File: src/rtl/aq_axi_sdma64_arb.sv
// Two-requester round-robin arbiters (write and read) in front of a single-job
// DMA engine: each channel grants one requester, starts the engine, waits for completion.

module aq_axi_sdma64_arb_ch (
  input  logic        clk,
  input  logic        rst_n,
  input  logic [1:0]  req_i,
  input  logic [63:0] req_adrs_i,
  input  logic [63:0] req_len_i,
  input  logic        ready_i,
  input  logic        int_i,
  output logic [1:0]  gnt_o,
  output logic [1:0]  done_o,
  output logic        err_o,
  output logic        start_o,
  output logic [31:0] adrs_o,
  output logic [31:0] len_o,
  output logic [15:0] count_o
);

  typedef enum logic [1:0] {S_IDLE, S_START, S_BUSY, S_DONE} state_e;

  state_e      state_q, state_d;
  logic [1:0]  gnt_q, gnt_d;
  logic        ptr_q, ptr_d;
  logic        err_q, err_d;
  logic [31:0] adrs_q, adrs_d;
  logic [31:0] len_q, len_d;
  logic [15:0] count_q, count_d;

  logic        win;
  logic [31:0] win_adrs;
  logic [31:0] win_len;

  // Both requesting: the pointer decides; otherwise the lone requester wins.
  always_comb begin
    win      = (req_i == 2'b11) ? ptr_q : req_i[1];
    win_adrs = win ? req_adrs_i[63:32] : req_adrs_i[31:0];
    win_len  = win ? req_len_i[63:32]  : req_len_i[31:0];
  end

  // NOTE: state registers use non-blocking assignments so every flop samples
  // the pre-edge values of the others; blocking here would create order races.
  always_ff @(posedge clk or negedge rst_n) begin
    if (!rst_n) begin
      state_q <= S_IDLE;
      gnt_q   <= '0;
      ptr_q   <= 1'b0;
      err_q   <= 1'b0;
      adrs_q  <= '0;
      len_q   <= '0;
      count_q <= '0;
    end else begin
      state_q <= state_d;
      gnt_q   <= gnt_d;
      ptr_q   <= ptr_d;
      err_q   <= err_d;
      adrs_q  <= adrs_d;
      len_q   <= len_d;
      count_q <= count_d;
    end
  end

  // NOTE: every signal gets a hold-value default first, so no path through the
  // case leaves one unassigned and no latch is inferred.
  always_comb begin
    state_d = state_q;
    gnt_d   = gnt_q;
    ptr_d   = ptr_q;
    err_d   = err_q;
    adrs_d  = adrs_q;
    len_d   = len_q;
    count_d = count_q;
    case (state_q)
      S_IDLE: begin
        if (ready_i && (req_i != 2'b00)) begin
          gnt_d   = win ? 2'b10 : 2'b01;
          adrs_d  = win_adrs;
          len_d   = win_len;
          err_d   = (win_len == 32'd0);
          state_d = (win_len == 32'd0) ? S_DONE : S_START;
        end
      end
      S_START: state_d = S_BUSY;
      S_BUSY: begin
        if (int_i) state_d = S_DONE;
      end
      S_DONE: begin
        state_d = S_IDLE;
        gnt_d   = 2'b00;
        ptr_d   = ~gnt_q[1];
        err_d   = 1'b0;
        if (!err_q) count_d = count_q + 16'd1;
      end
      default: state_d = S_IDLE;
    endcase
  end

  always_comb begin
    gnt_o   = gnt_q;
    start_o = (state_q == S_START);
    done_o  = (state_q == S_DONE) ? gnt_q : 2'b00;
    err_o   = (state_q == S_DONE) && err_q;
    adrs_o  = adrs_q;
    len_o   = len_q;
    count_o = count_q;
  end

endmodule

module aq_axi_sdma64_arb (
  input  logic        ACLK,
  input  logic        ARESETN,
  input  logic [1:0]  WR_REQ,
  input  logic [63:0] WR_REQ_ADRS,
  input  logic [63:0] WR_REQ_LEN,
  input  logic [1:0]  WR_REQ_LAST,
  output logic [1:0]  WR_GNT,
  output logic [1:0]  WR_DONE,
  output logic        WR_ERR,
  input  logic [1:0]  RD_REQ,
  input  logic [63:0] RD_REQ_ADRS,
  input  logic [63:0] RD_REQ_LEN,
  output logic [1:0]  RD_GNT,
  output logic [1:0]  RD_DONE,
  output logic        RD_ERR,
  output logic        WR_START,
  output logic [31:0] WR_ADRS,
  output logic [31:0] WR_LEN,
  output logic        WR_LAST,
  input  logic        WR_READY,
  input  logic        WR_INT,
  output logic        RD_START,
  output logic [31:0] RD_ADRS,
  output logic [31:0] RD_LEN,
  input  logic        RD_READY,
  input  logic        RD_INT,
  output logic [15:0] WR_COUNT,
  output logic [15:0] RD_COUNT
);

  aq_axi_sdma64_arb_ch u_wr (
    .clk(ACLK), .rst_n(ARESETN),
    .req_i(WR_REQ), .req_adrs_i(WR_REQ_ADRS), .req_len_i(WR_REQ_LEN),
    .ready_i(WR_READY), .int_i(WR_INT),
    .gnt_o(WR_GNT), .done_o(WR_DONE), .err_o(WR_ERR), .start_o(WR_START),
    .adrs_o(WR_ADRS), .len_o(WR_LEN), .count_o(WR_COUNT)
  );

  aq_axi_sdma64_arb_ch u_rd (
    .clk(ACLK), .rst_n(ARESETN),
    .req_i(RD_REQ), .req_adrs_i(RD_REQ_ADRS), .req_len_i(RD_REQ_LEN),
    .ready_i(RD_READY), .int_i(RD_INT),
    .gnt_o(RD_GNT), .done_o(RD_DONE), .err_o(RD_ERR), .start_o(RD_START),
    .adrs_o(RD_ADRS), .len_o(RD_LEN), .count_o(RD_COUNT)
  );

  // Grant is one-hot or zero, so this follows the granted requester's level.
  assign WR_LAST = |(WR_GNT & WR_REQ_LAST);

endmodule

File: config.mk
export PLATFORM = sky130hd
export DESIGN_NAME = aq_axi_sdma64_arb
export DESIGN_NICKNAME = d
export VERILOG_FILES = /design/src/rtl/aq_axi_sdma64_arb.sv
export SDC_FILE = /design/constraint.sdc
export NUM_CORES = 1
export LEC_CHECK = 0
export CAP_MARGIN = 10
export CELL_PAD_IN_SITES_DETAIL_PLACEMENT = 0
export CELL_PAD_IN_SITES_GLOBAL_PLACEMENT = 1
export CORE_AREA = 2 2 172 174
export CTS_CLUSTER_SIZE = 24
export DETAILED_ROUTE_END_ITERATION = 7
export DIE_AREA = 0 0 174 176
export GPL_ROUTABILITY_DRIVEN = 0
export PLACE_DENSITY = 0.9
export SYNTH_ARGS = -nofsm -noshare
export SYNTH_HDL_FRONTEND = slang
export SYNTH_HIERARCHICAL = 1
export SYNTH_SLANG_ARGS = --single-unit
File: constraint.sdc
create_clock -name ACLK -period 5 [get_ports ACLK]
set_input_delay 0.5 -clock ACLK [delete_from_list [all_inputs] [get_ports ACLK]]
set_output_delay 0.5 -clock ACLK [all_outputs]
set_load 0.01 [all_outputs]
==> results of run 1 <==
registers in the layout, summed over array words and instances, names as in the netlist:
register	cells
u_rd/count_o	16
u_rd/gnt_o	2
u_rd/ptr_q	1
u_wr/adrs_o	32
u_rd/adrs_o	32
u_wr/ptr_q	1
u_rd/err_q	1
u_wr/len_o	32
u_wr/err_q	1
u_rd/state_q	2
u_rd/len_o	32
u_wr/state_q	2
u_wr/count_o	16
u_wr/gnt_o	2
final timing paths:
kind | start | endpoint | slack, ns
worst max-delay path | u_rd/state_q[0]$_DFFE_PN0P_ | RD_DONE[1] | 2.51
worst min-delay path | ARESETN | u_rd/adrs_o[26]$_DFFE_PN0P_ | 0.10
worst max register to register | u_rd/state_q[0]$_DFFE_PN0P_ | u_rd/gnt_o[0]$_DFFE_PN0P_ | 2.79
worst min register to register | u_rd/count_o[15]$_DFFE_PN0P_ | u_rd/count_o[15]$_DFFE_PN0P_ | 0.47
max in group asynchronous | ARESETN | u_wr/adrs_o[9]$_DFFE_PN0P_ | 3.89
min in group ACLK | u_rd/count_o[15]$_DFFE_PN0P_ | u_rd/count_o[15]$_DFFE_PN0P_ | 0.47
worst max-delay path: stages (launching register included):
cell and delay [ns]:
dfrtp_1 0.40, ha_1 0.38, and2_2 0.24, clkdlybuf4s50_1 0.55
power by group:
group / switching [uW] / internal (uW)
combinational: 1280 / 1510
clock: 595 / 752
sequential: 339 / 1950
synthesized netlist by cell type, types with 3 or more instances:
library cell / instances
xor2_1: 10
buf_2: 26
a22o_1: 3
nor2_1: 18
o31ai_1: 4
nand2_1: 154
ha_1: 12
and3_1: 8
a21oi_1: 6
o21ai_0: 124
xnor2_1: 20
clkbuf_1: 8
inv_1: 8
o21ai_1: 10
and3_4: 4
dfrtp_1: 172
mux2i_1: 128
nand4_1: 8
nand3_2: 4
and2_2: 6
nor4_1: 32
buf_6: 4
cell type report:
cell class              instances  area [um2]  area share
repair buffers                447        4480       0.330
flip-flops and latches        172        4300       0.317
multi-input cells             571        3710       0.273
well taps                     384         480      0.0354
clock buffers                  18         439      0.0323
clock inverters                12         139      0.0102
inverters                       8        30.0     0.00221
cell families (layout without fill, tap and decap cells):
group,after synthesis,in the layout
muxes,130,130
DFF,172,172
adders and majority gates,12,12
xor gates and xnor gates,30,30
and+or+nand+nor,246,246
buffers and inverters,50,485
AOI/OAI and AO/OA,153,153
per-layer routing:
layer | global-route usage | vias up | wire, um
li1 | - | 3626 | -
met1 | 0.211 | 3488 | 11100
met2 | 0.320 | 310 | 14300
met3 | 0.0605 | 28 | 2290
met4 | 0.0588 | 0 | 585
met5 | 0 | - | 0
metrics by stage:
step | cells | hold WS (ns) | area (um2)
2_1_floorplan | 793 | 0.204 | 8260
3_3_place_gp | 1582 | 0.459 | 13000
3_5_place_dp | 1582 | 0.466 | 13000
4_1_cts | 1612 | 0.133 | 13600
5_1_grt | 1612 | 0.171 | 13600
6_report | 1612 | 0.104 | 13600
==> impl_metrics.env, run 1 <==
export IMPL_die_w_um=174
export IMPL_numCtsBuffers=17
export IMPL_drc=0
export IMPL_powerDensity_nw_per_um2=472
export IMPL_avgRoutedWirePerCell_um=17.6
export IMPL_synth_compound_area_frac=0.0970
export IMPL_cp_start_kind="register"
export IMPL_num_fill_cells=2690
export IMPL_clk_path_buf_depth=2
export IMPL_p_leak_uw=0.00598
export IMPL_maxCapViolCount=0
export IMPL_seq_area_frac_synth=0.521
export IMPL_grt_pass1_wl_mm=43.6
export IMPL_firstDrtPassIters=4
export IMPL_grt_ovfl_total=0
export IMPL_endpoint_kind="output pin"
export IMPL_clk_pin_slew_worst_paths_ns=0.07
export IMPL_layout_common_cells="clkdlybuf4s50_1 (439), dfrtp_1 (172), nand2_1 (154), mux2i_1 (128), o21ai_0 (124)"
export IMPL_drive_above_1_share=0.0521
export IMPL_drt_iter0_drc=394
export IMPL_min_period_ns=2.49
export IMPL_synth_fp_nets=1073
export IMPL_finalSetupTns_ns=0
export IMPL_r2r_cells=6
export IMPL_die_y_um=176
export IMPL_routed_via_density=4.62
export IMPL_port_buffers=440
export IMPL_slew_viol_final=0
export IMPL_fp_dieArea_um2=30600
export IMPL_place_ws_ns=2.37
export IMPL_status="completed"
export IMPL_clock_latency_ns=0.43
export IMPL_synth_top_cell_by_area="dfrtp_1"
export IMPL_hold_buffers=0
export IMPL_final_common_cell="clkdlybuf4s50_1"
export IMPL_antenna_left=0
export IMPL_setup_viol=0
export IMPL_arrival_ns=1.99
export IMPL_coreArea_um2=28500
export IMPL_yosys_top_cells_area="dfrtp_1 (52%), mux2i_1 (16%), o21ai_0 (7.5%)"
export IMPL_synth_xor_area_frac=0.0318
export IMPL_cts_root_buffer="clkbuf_16"
export IMPL_synth_edf_count=0
export IMPL_syn2layout_area_growth_pct=64.5
export IMPL_grt_pass1_vias=7755
export IMPL_grt_usage=0.183
export IMPL_synthFlopType="dfrtp_1"
export IMPL_peakVddDrop_mv=0.297
export IMPL_grt_max_degree=132
export IMPL_worst_slew_pin_slew_ns=1.11
export IMPL_ctsResizeCount=0
export IMPL_crit_fanout=9
export IMPL_synth_cells=793
export IMPL_fin_skew_ns=0.0122
export IMPL_cts_htree_levels=4
export IMPL_final_util=0.476
export IMPL_muxShareOfSynthArea=0.158
export IMPL_synthesis_area_um2=8260
export IMPL_yosys_area_share_simple=0.143
export IMPL_pin_count=441
export IMPL_num_vias=7452
export IMPL_post_dp_hpwl_mm=22.2
export IMPL_n_antenna_cell=0
export IMPL_cts_setup_buffers=0
export IMPL_antenna_found_initial=0
export IMPL_start_util=0.289
export IMPL_fin_nets=1497
export IMPL_clock_sinks=172
export IMPL_ys_types=34
export IMPL_rsz0062_at_grt="false"
export IMPL_hp_class="input pin to async pin"
export IMPL_ys_ff_latch=172
export IMPL_worstPathRequired_ns=4.50
export IMPL_cts_tree="yes"
export IMPL_num_rows=62
export IMPL_fmax_ghz=0.401
export IMPL_fin_crit_sh=0.499
export IMPL_relSlewSlack=0.259
export IMPL_synth_top_family_by_area="multiplexers"
export IMPL_synth_fa_ha_area_frac=0.0182
export IMPL_async_flop_share=1.00
export IMPL_synth_top_area_frac=0.521
export IMPL_synth_area_per_cell_um2=10.4
export IMPL_yosys_warnings=6
export IMPL_path_class="register to output pin"
export IMPL_total_power_uw=6420
export IMPL_hold_viol_final=0
export IMPL_routed_wl_mm=28.3
export IMPL_fin_ws_ns=2.51
No activity file was read; power rests on OpenSTA's default activity.
==> run 2, diff against run 1 <==
--- a/config.mk
+++ b/config.mk
@@ -8,10 +8,9 @@
 export CAP_MARGIN = 10
 export CELL_PAD_IN_SITES_DETAIL_PLACEMENT = 0
 export CELL_PAD_IN_SITES_GLOBAL_PLACEMENT = 1
-export CORE_AREA = 2 2 172 174
+export CORE_UTILIZATION = 29
 export CTS_CLUSTER_SIZE = 24
 export DETAILED_ROUTE_END_ITERATION = 7
-export DIE_AREA = 0 0 174 176
 export GPL_ROUTABILITY_DRIVEN = 0
 export PLACE_DENSITY = 0.9
 export SYNTH_ARGS = -nofsm -noshare
==> constraint.sdc (replaced) <==
create_clock -name ACLK -period 2.5 [get_ports ACLK]
set_input_delay 0.25 -clock ACLK [delete_from_list [all_inputs] [get_ports ACLK]]
set_output_delay 0.25 -clock ACLK [all_outputs]
set_load 0.01 [all_outputs]
==> impl_metrics.env, run 2 (synthesized netlist as in run 1, its figures left out) <==
export IMPL_combPwrFrac=0.442
export IMPL_setup_viol=0
export IMPL_fp_dieArea_um2=29200
export IMPL_routed_via_density=4.65
export IMPL_n_antenna_cell=0
export IMPL_fin_nets=1509
export IMPL_drt_iter0_drc=370
export IMPL_drc=0
export IMPL_antenna_found_initial=0
export IMPL_ctsResizeCount=0
export IMPL_grt_ovfl_total=0
export IMPL_numCtsBuffers=17
export IMPL_firstDrtPassIters=5
export IMPL_cp_start_kind="register"
export IMPL_intPower_uw=8330
export IMPL_layout_cells_non_filler=1620
export IMPL_cts_setup_buffers=0
export IMPL_fmax_ghz=0.455
export IMPL_path_class="register to output pin"
export IMPL_routed_wl_mm=28.0
export IMPL_arrival_ns=1.95
export IMPL_die_w_um=171
export IMPL_post_dp_hpwl_mm=22.1
export IMPL_r2r_cells=6
export IMPL_powerDensity_nw_per_um2=936
export IMPL_avgRoutedWirePerCell_um=17.3
export IMPL_finalSetupTns_ns=0
export IMPL_regToRegEndpoint="u_rd/count_o[15]$_DFFE_PN0P_"
export IMPL_min_period_ns=2.20
export IMPL_whs_ns=0.387
export IMPL_grt_pass1_wl_mm=41.7
export IMPL_port_buffers=440
export IMPL_post_place_cells=1587
export IMPL_slew_viol_final=0
export IMPL_clk_path_buf_depth=2
export IMPL_endpoint_kind="output pin"
export IMPL_fin_crit_sh=0.879
export IMPL_worstSetupEndpoint="WR_DONE[1]"
export IMPL_r2r_start="u_rd/state_q[0]$_DFFE_PN0P_"
export IMPL_num_vias=7529
export IMPL_maxCapViolCount=0
export IMPL_syn2layout_area_growth_pct=66.6
export IMPL_hold_viol_final=0
export IMPL_grt_max_degree=132
export IMPL_reg2reg_slack_ns=0.67
export IMPL_peakVddDrop_mv=0.520
export IMPL_p_clk_frac=0.202
export IMPL_final_util=0.493
export IMPL_grt_usage=0.188
export IMPL_num_rows=61
export IMPL_clock_sinks=172
export IMPL_grt_pass1_vias=7771
export IMPL_seqPwrFrac=0.357
export IMPL_rsz0062_at_grt="false"
export IMPL_pin_count=441
export IMPL_coreArea_um2=27900
export IMPL_die_y_um=171
export IMPL_clock_latency_ns=0.44
export IMPL_start_util=0.296
export IMPL_relSlewSlack=0.539
export IMPL_fin_skew_ns=0.0199
export IMPL_worstPathRequired_ns=2.25
export IMPL_cts_root_buffer="clkbuf_16"
export IMPL_worst_slew_pin_slew_ns=0.691
export IMPL_layout_common_cells="clkdlybuf4s50_1 (439), dfrtp_1 (172), nand2_1 (154), mux2i_1 (128), o21ai_0 (124)"
export IMPL_crit_start="u_wr/state_q[0]$_DFFE_PN0P_"
export IMPL_p_switching_uw=4550
export IMPL_p_leak_uw=0.00609
export IMPL_cts_tree="yes"
export IMPL_drive_above_1_share=0.0604
export IMPL_status="completed"
export IMPL_hp_class="input pin to async pin"
export IMPL_final_common_cell="clkdlybuf4s50_1"
export IMPL_antenna_left=0
export IMPL_clk_pin_slew_worst_paths_ns=0.08
export IMPL_crit_fanout=9
export IMPL_total_power_uw=12900
export IMPL_switching_share=0.353
export IMPL_cts_htree_levels=4
export IMPL_hold_buffers=1
-- run 2: layout make-up --
class                      count  area (um2)
fill                        2615       14200
timing repair buffer         459        4690
sequential                   172        4300
multi-input combinational    571        3710
tap                          378         473
clock buffer                  19         433
clock inverter                13         125
inverter                       8        30.0
-- run 2: worst min-delay path by stage --
stage / startpoint / end / slack [ns] / cells past startpoint
global placement: ARESETN / u_wr/adrs_o[24]$_DFFE_PN0P_ / 0.31 / 1
floorplan: ARESETN / u_rd/adrs_o[0]$_DFFE_PN0P_ / -0.05 / 0
finish: ARESETN / u_wr/adrs_o[24]$_DFFE_PN0P_ / 0.39 / 2
detailed placement: ARESETN / u_wr/adrs_o[24]$_DFFE_PN0P_ / 0.32 / 1
global route: ARESETN / u_wr/adrs_o[24]$_DFFE_PN0P_ / 0.45 / 2
CTS: ARESETN / u_wr/adrs_o[24]$_DFFE_PN0P_ / 0.41 / 2
-- run 2: worst max-delay path: stages, from the launching register on --
cell,delay [ns]
dfrtp_1,0.40
ha_1,0.35
and2_2,0.22
clkdlybuf4s50_1,0.56
-- run 2: through the flow --
stage / instance area, um2 / setup slack (ns)
2_1_floorplan: 8260 / 0.913
6_report: 13800 / 0.302
3_3_place_gp: 13200 / 0.429
3_5_place_dp: 13200 / 0.420
5_1_grt: 13800 / 0.201
4_1_cts: 13800 / 0.276
-- run 2: routing by layer --
| metal | vias up | wire (um) | global-route usage |
|---|---|---|---|
| met5 | - | 0 | 0 |
| met1 | 3529 | 10500 | 0.202 |
| met3 | 33 | 2610 | 0.0659 |
| met4 | 0 | 631 | 0.0679 |
| li1 | 3667 | - | - |
| met2 | 300 | 14300 | 0.338 |
-- run 2: power by group through the flow --
stage | clock network [uW] | registers (uW) | logic, uW
detailed placement | 0 | 4620 | 5740
finish | 2600 | 4590 | 5690
global placement | 0 | 4590 | 5640
CTS | 2680 | 4600 | 5750
floorplan | 0 | 5030 | 1870
global route | 2800 | 4730 | 6230
==> run 3, diff against run 2 <==
--- a/config.mk
+++ b/config.mk
@@ -8,6 +8,7 @@
 export CAP_MARGIN = 10
 export CELL_PAD_IN_SITES_DETAIL_PLACEMENT = 0
 export CELL_PAD_IN_SITES_GLOBAL_PLACEMENT = 1
+export CORE_MARGIN = 1.5
 export CORE_UTILIZATION = 29
 export CTS_CLUSTER_SIZE = 24
 export DETAILED_ROUTE_END_ITERATION = 7
==> impl_metrics.env, run 3 (synthesized netlist as in run 1, its figures left out) <==
export IMPL_routed_via_density=4.60
export IMPL_firstDrtPassIters=4
export IMPL_arrival_ns=1.95
export IMPL_numCtsBuffers=17
export IMPL_multiInputGateArea_um2=3710
export IMPL_hp_class="input pin to async pin"
export IMPL_crit_fanout=9
export IMPL_powerDensity_nw_per_um2=930
export IMPL_ff_latch_area_um2=4300
export IMPL_crit_start="u_wr/state_q[0]$_DFFE_PN0P_"
export IMPL_grt_usage=0.182
export IMPL_r2r_start="u_rd/state_q[0]$_DFFE_PN0P_"
export IMPL_clock_sinks=172
export IMPL_fp_dieArea_um2=29500
export IMPL_grt_ovfl_total=0
export IMPL_worstPathRequired_ns=2.25
export IMPL_reg2reg_slack_ns=0.65
export IMPL_fin_crit_sh=0.881
export IMPL_num_fill_cells=2632
export IMPL_cp_start_kind="register"
export IMPL_relSlewSlack=0.637
export IMPL_regToRegEndpoint="u_rd/count_o[15]$_DFFE_PN0P_"
export IMPL_r2r_cells=6
export IMPL_final_common_cell="clkdlybuf4s50_1"
export IMPL_num_vias=7434
export IMPL_coreArea_um2=27900
export IMPL_cts_htree_levels=4
export IMPL_num_rows=61
export IMPL_path_class="register to output pin"
export IMPL_layout_cells_non_filler=1615
export IMPL_clk_path_buf_depth=2
export IMPL_worst_slew_pin_slew_ns=0.544
export IMPL_cp_slowest_cell="clkdlybuf4s50_1"
export IMPL_syn2layout_area_growth_pct=65.5
export IMPL_rsz0062_at_grt="false"
export IMPL_antenna_left=0
export IMPL_grt_pass1_wl_mm=40.8
export IMPL_start_util=0.296
export IMPL_min_period_ns=2.20
export IMPL_fin_nets=1505
export IMPL_slowest_delay_ns=0.60
export IMPL_place_ws_ns=0.500
export IMPL_fin_skew_ns=0.0121
export IMPL_crit_buf_inv=1
export IMPL_maxCapViolCount=0
export IMPL_avgRoutedWirePerCell_um=17.2
export IMPL_grt_pass1_vias=7750
export IMPL_worstSetupEndpoint="WR_DONE[1]"
export IMPL_slew_viol_final=0
export IMPL_drt_iter0_drc=411
export IMPL_n_antenna_cell=0
export IMPL_ctsResizeCount=0
export IMPL_worst_path_stages=3
export IMPL_peakVddDrop_mv=0.502
export IMPL_setup_viol=0
export IMPL_finalSetupTns_ns=0
export IMPL_status="completed"
export IMPL_fin_ws_ns=0.298
export IMPL_routed_wl_mm=27.8
export IMPL_crit_chain="ha_1 > and2_2 > clkdlybuf4s50_1"
export IMPL_layout_common_cells="clkdlybuf4s50_1 (439), dfrtp_1 (172), nand2_1 (154), mux2i_1 (128), o21ai_0 (124)"
export IMPL_clk_pin_slew_worst_paths_ns=0.08
export IMPL_post_dp_hpwl_mm=22.1
export IMPL_clock_latency_ns=0.42
export IMPL_drc=0
export IMPL_port_buffers=440
export IMPL_antenna_found_initial=2
export IMPL_die_y_um=172
export IMPL_grt_max_degree=102
export IMPL_endpoint_kind="output pin"
export IMPL_fmax_ghz=0.454
export IMPL_cts_root_buffer="clkbuf_16"
export IMPL_drive_above_1_share=0.0566
export IMPL_cts_setup_buffers=0
export IMPL_hold_viol_final=0
export IMPL_cts_tree="yes"
export IMPL_die_w_um=172
export IMPL_critPathTopFamily="buffers and inverters"
export IMPL_post_place_cells=1583
export IMPL_p_leak_uw=0.00603
export IMPL_pin_count=441
==> run 3: cell count changes in the layout (fill, tap and decap cells not counted), sizes merged <==
cell,before,now
buf,19,15
clkbuf,19,20
inv,17,12
clkinv,4,2
clkinvlp,0,5
==> run 3: stage by stage <==
step / util / power (uW) / cell area, um2 / hold WS (ns)
after global routing: 0.490 / 13600 / 13700 / 0.368
after CTS: 0.490 / 12900 / 13700 / 0.367
after floorplan: - / 6900 / 8260 / -0.0456
final: 0.490 / 12700 / 13700 / 0.347
after detailed placement: 0.470 / 10300 / 13100 / 0.259
after global placement: 0.470 / 10200 / 13100 / 0.263
==> run 3: timing repair <==
item	in CTS	in global routing
hold endpoints to repair	52	0
hold buffers	1	0
setup endpoints to repair	0	0
==> run 3: cell type report <==
class,instances,share of cell area
Clock inverter,11,0.00631
Multi-Input combinational cell,571,0.272
Timing Repair Buffer,455,0.338
Clock buffer,20,0.0327
Tap cell,378,0.0346
Inverter,8,0.00220
Sequential cell,172,0.315
==> run 3: per-layer routing <==
metal | share of wire | track usage | vias to the layer above
li1 | - | - | 3641
met1 | 0.37 | 0.191 | 3454
met2 | 0.52 | 0.334 | 306
met3 | 0.10 | 0.0713 | 29
met4 | 0.015 | 0.0491 | 4
met5 | 0.00094 | 0 | -
==> run 3: worst min path at each step <==
stage / endpoint / depth (start not counted)
after CTS: u_wr/adrs_o[25]$_DFFE_PN0P_ / 2
final: u_wr/adrs_o[25]$_DFFE_PN0P_ / 2
after global placement: u_wr/adrs_o[25]$_DFFE_PN0P_ / 1
after floorplan: u_rd/adrs_o[0]$_DFFE_PN0P_ / 0
after detailed placement: u_wr/adrs_o[25]$_DFFE_PN0P_ / 1
after global routing: u_wr/adrs_o[25]$_DFFE_PN0P_ / 2
==> run 3: report_power, final <==
| group | leakage, uW | internal, uW | total, uW | switching [uW] |
|---|---|---|---|---|
| sequential | 0.00218 | 3890 | 4570 | 684 |
| clock | 0.000246 | 1310 | 2490 | 1190 |
| combinational | 0.00360 | 3090 | 5660 | 2570 |
| total | 0.00603 | 8290 | 12700 | 4440 |
